## config.mk

```make
export PLATFORM = sky130hd
export DESIGN_NAME = ghr_hash_index
export DESIGN_NICKNAME = d
export VERILOG_FILES = /design/src/rtl/ghr_hash_index.sv
export SDC_FILE = /design/constraint.sdc
export NUM_CORES = 1
export LEC_CHECK = 0
export CORE_UTILIZATION = 55
export CTS_BUF_LIST = sky130_fd_sc_hd__clkbuf_8
export DETAILED_ROUTE_END_ITERATION = 8
export DONT_BUFFER_PORTS = 1
export GPL_TIMING_DRIVEN = 0
export PLACE_DENSITY_LB_ADDON = 0.25
export SYNTH_ARGS = -nofsm -noshare
export SYNTH_HDL_FRONTEND = slang
export SYNTH_SLANG_ARGS = --single-unit
export TNS_END_PERCENT = 30
```

## constraint.sdc

```tcl
create_clock -name clk -period 11.1 [get_ports clk]
set_input_delay 1.11 -clock clk [delete_from_list [all_inputs] [get_ports clk]]
set_output_delay 1.11 -clock clk [all_outputs]
set_load 0.1 [all_outputs]
```

## src/rtl/ghr_hash_index.sv

```systemverilog
// Predictor index generator: XOR-folds fetch PC with a speculative global history
// register, and keeps per-branch GHR checkpoints for mispredict recovery.
module ghr_hash_index #(
    parameter int PC_WIDTH   = 30,
    parameter int HASH_WIDTH = 14,
    parameter int HIST_LEN   = 16,
    parameter int CKPT_DEPTH = 8,
    localparam int TAG_W     = $clog2(CKPT_DEPTH)
) (
    input  logic                  clk,
    input  logic                  rst,
    input  logic                  idx_req,
    input  logic [PC_WIDTH-1:0]   idx_pc,
    output logic [HASH_WIDTH-1:0] idx_out,
    output logic                  idx_valid,
    input  logic                  spec_valid,
    input  logic                  spec_taken,
    output logic                  spec_ready,
    output logic [TAG_W-1:0]      spec_tag,
    input  logic                  cmt_valid,
    input  logic                  rcv_valid,
    input  logic [TAG_W-1:0]      rcv_tag,
    input  logic                  rcv_taken,
    output logic [HIST_LEN-1:0]   ghr
);

    localparam int PC_CH = (PC_WIDTH + HASH_WIDTH - 1) / HASH_WIDTH;
    localparam int GH_CH = (HIST_LEN + HASH_WIDTH - 1) / HASH_WIDTH;
    localparam logic [TAG_W:0] PTR_ONE = {{TAG_W{1'b0}}, 1'b1};
    localparam logic [TAG_W:0] DEPTH_P = {1'b1, {TAG_W{1'b0}}};

    function automatic logic [HASH_WIDTH-1:0] fold_pc(input logic [PC_WIDTH-1:0] x);
        logic [PC_CH*HASH_WIDTH-1:0] ext;
        logic [HASH_WIDTH-1:0]       r;
        ext = '0;
        ext[PC_WIDTH-1:0] = x;
        r = '0;
        for (int i = 0; i < PC_CH; i++) r ^= ext[i*HASH_WIDTH +: HASH_WIDTH];
        return r;
    endfunction

    function automatic logic [HASH_WIDTH-1:0] fold_gh(input logic [HIST_LEN-1:0] x);
        logic [GH_CH*HASH_WIDTH-1:0] ext;
        logic [HASH_WIDTH-1:0]       r;
        ext = '0;
        ext[HIST_LEN-1:0] = x;
        r = '0;
        for (int i = 0; i < GH_CH; i++) r ^= ext[i*HASH_WIDTH +: HASH_WIDTH];
        return r;
    endfunction

    logic [HIST_LEN-1:0]   ghr_q, ghr_d;
    logic [TAG_W:0]        head_q, head_d, tail_q, tail_d;
    logic [HASH_WIDTH-1:0] idx_q, idx_d;
    logic                  idx_vld_q;
    logic [HIST_LEN-1:0]   ckpt_q [CKPT_DEPTH];

    logic [TAG_W:0]   count;
    logic             full, push, pop;
    logic [TAG_W-1:0] rcv_off;

    assign count      = tail_q - head_q;
    assign full       = (count == DEPTH_P);
    assign spec_ready = !full && !rcv_valid;
    assign push       = spec_valid && spec_ready;
    assign pop        = cmt_valid && (count != '0);
    // Distance of the recovered branch from the oldest in-flight entry.
    assign rcv_off    = rcv_tag - head_q[TAG_W-1:0];

    always_comb begin
        ghr_d  = ghr_q;
        tail_d = tail_q;
        head_d = head_q;
        idx_d  = idx_q;
        if (idx_req) idx_d = fold_pc(idx_pc) ^ fold_gh(ghr_q);
        if (rcv_valid) begin
            ghr_d  = {ckpt_q[rcv_tag][HIST_LEN-2:0], rcv_taken};
            tail_d = head_q + {1'b0, rcv_off} + PTR_ONE;
        end else if (push) begin
            ghr_d  = {ghr_q[HIST_LEN-2:0], spec_taken};
            tail_d = tail_q + PTR_ONE;
        end
        if (pop) head_d = head_q + PTR_ONE;
    end

    always_ff @(posedge clk or posedge rst) begin
        if (rst) begin
            ghr_q     <= '0;
            head_q    <= '0;
            tail_q    <= '0;
            idx_q     <= '0;
            idx_vld_q <= 1'b0;
        end else begin
            ghr_q     <= ghr_d;
            head_q    <= head_d;
            tail_q    <= tail_d;
            idx_q     <= idx_d;
            idx_vld_q <= idx_req;
        end
    end

    // Checkpoint storage needs no reset: entries are only read while in flight.
    always_ff @(posedge clk) begin
        if (push) ckpt_q[tail_q[TAG_W-1:0]] <= ghr_q;
    end

    assign spec_tag  = tail_q[TAG_W-1:0];
    assign ghr       = ghr_q;
    assign idx_out   = idx_q;
    assign idx_valid = idx_vld_q;

endmodule

```

==> metrics.cfg <==
[outcome]
status = finished, final reports clean

[logic_synthesis]
synth-seq-cells = 159
syn_area_um2 = 6950
synth_xor_area_frac = 0.0544
synth_cells = 397
synthAdderAreaFrac = 0.0220
yosys.area_share.simple = 0.0384
seq_area_frac_synth = 0.659
async_flop_share = 0.245
synth_nets = 449
synth_flop_cell = edfxtp_1
synth_top_family_by_area = multiplexers
synthMuxAreaShare = 0.173
synth_edf_count = 120
synth_compound_area_frac = 0.0304
synth_area_per_cell_um2 = 17.5
synth.distinct_cells = 41
yosys_warnings = 0

[clocking]
clock-root-buffer = clkbuf_8
cts.sinks = 159
cts_tree = yes
cts_resized = 0
postCtsSetupBuffers = 0
htree_num_levels = 4
clock_latency_ns = 0.45
clk_path_buf_depth = 2
hold_buffers = 0
cts.clk_slew.worst_paths_ns = 0.09
numCtsBuffers = 17

[floorplanning]
core-area_um2 = 12200
die_x_um = 114
io_pins = 76
die_area_um2 = 13100
dieHeight_um = 114
start_util = 0.571
rows = 40

[sta]
finalSetupViolations = 0
hold_viol = 0
rsz0062_at_grt = no
timing.fmax_mhz = 266
timing.final.crit_share = 0.339
relSlewSlack = 0.172
fin_tns_setup_ns = 0
layout_min_cycle_time_ns = 3.76
fin_worst_skew_ns = 0.0200
worst_pin_slew_ns = 1.24
slew_violations = 0

[final_layout]
layout_common_cells = 120 x edfxtp_1, 39 x dfrtp_1, 38 x xnor2_1
syn2layout_area_growth_pct = 11.7
antennaDiodeCount = 0
fin_nets = 485
finish.utilization = 0.638
drive_gt1_frac = 0.291
layout_commonest_cell = edfxtp_1
fill_cells = 861

[setup_path]
crit_path_max_fanout = 10
start_kind = register
cp-endpoint = spec_ready
critPathKind = register to output pin
cp-startpoint = tail_q[0]
r2r_cells = 10
cp.required_ns = 9.99
r2r_slack_ns = 7.65
crit_path_end_kind = output pin
reg2reg_to = ckpt_q[7][3]
rr_startpoint = tail_q[0]
worstPathArrival_ns = 2.65

[routing]
wl_mm = 13.9
highest_layer = met4
drtIter0Drc = 278
wl_met1_mm = 5.90
drc = 0
ant_nets = 0
vias_per_cell = 5.84
firstDrtPassIters = 4
routed-wl-met2_mm = 7.03
dr_wl_met3_um = 920
vias = 3586
wire_per_inst_um = 22.7

[run]
cap_violations = 0

[power]
peakVddDrop_mv = 0.209
p_leak_nw = 2.73
p_per_area_nw_per_um2 = 284

[min_path]
hold_path_class = input pin to async pin

[global_routing]
grt_pass1_vias = 3604
grt_pass1_wl_mm = 21.4
antenna_found_initial = 0
grtUsageTotal = 0.234
gr-total-overflow = 0
grt_max_degree = 25

[placement]
port_buffers = 0
dp_hpwl_mm = 9.45
gp_congestion = 0.782

==> cells in the mapped netlist (3+ instances only) <==
master    number  share of area
o31a_1         4         0.0050
mux4_2        30          0.097
inv_1         11         0.0059
clkbuf_1       9         0.0049
mux2i_1       15          0.022
nor4_1         7         0.0063
a21oi_1       19          0.014
dfrtp_1       39           0.14
nor3_1         3         0.0022
mux2_2        20          0.032
xnor2_1       38          0.048
edfxtp_1     120           0.52
nand2_1        5         0.0027
ha_1           9          0.016
buf_2          4         0.0029
buf_4          6         0.0065
and3_1         3         0.0027
mux2_4        10          0.022
nor2_1        15         0.0081
==> worst min-delay path by stage <==
stage,slack (ns),endpoint,startpoint,depth (start not counted)
3_3_place_gp,0.53,head_q[3],head_q[3],1
4_1_cts,0.52,head_q[2],rst,1
3_5_place_dp,0.53,head_q[2],head_q[2],1
2_1_floorplan,0.49,head_q[2],head_q[2],1
5_1_grt,0.53,head_q[2],rst,1
6_report,0.53,head_q[2],rst,1
==> worst max-delay path, cell delays in order, from the launching register on <==
cell and delay [ns]:
dfrtp_1 0.56, inv_1 0.19, ha_1 0.25, nand3b_1 0.18, a21oi_1 0.20, nand4bb_4 0.22, buf_4 0.18, nor2b_2 0.23
buf_16 0.20
==> layer usage <==
metal	vias up	global-route usage
met3	8	0.0593
met2	123	0.368
met5	-	0
li1	1600	-
met1	1855	0.325
met4	0	0.0701
==> power breakdown <==
part	total, mW	switching (mW)	internal, mW
registers	1.26	0.478	0.783
logic	0.515	0.269	0.246
clock network	0.432	0.208	0.224
total	2.21	0.954	1.25
==> registers in the layout, indices dropped and copies added (netlist names) <==
register / count
ckpt_q: 120
idx_valid: 1
ghr: 16
head_q: 4
tail_q: 4
idx_out: 14
==> through the flow <==
step / hold slack (ns) / setup WS, ns / area (um^2) / power [mW] / instances
after floorplan: 0.493 / 7.16 / 6950 / 1.65 / 397
after global placement: 0.530 / 5.70 / 7160 / 1.74 / 565
after detailed placement: 0.530 / 7.57 / 7370 / 1.79 / 582
after CTS: 0.517 / 7.30 / 7760 / 2.22 / 614
after global routing: 0.526 / 7.17 / 7760 / 2.30 / 614
final: 0.530 / 7.34 / 7760 / 2.21 / 614
==> cells by family (layout without fill, tap and decap cells) <==
logic type / Yosys count / in the layout
xor+xnor: 41 / 41
flops: 159 / 159
buf+inv: 31 / 80
fa+ha+maj: 11 / 11
simple gates: 46 / 46
mux: 75 / 75
compound gates: 34 / 34
==> final cells by class <==
cell class / instances / area [um^2] / area share
multi-input combinational: 207 / 2260 / 0.291
buffer: 20 / 119 / 0.0153
timing repair buffer: 17 / 160 / 0.0206
tap: 168 / 210 / 0.0271
sequential: 159 / 4580 / 0.590
clock buffer: 18 / 248 / 0.0319
clock inverter: 14 / 150 / 0.0193
inverter: 11 / 41.3 / 0.00532
(Power assumes the default switching activity.)
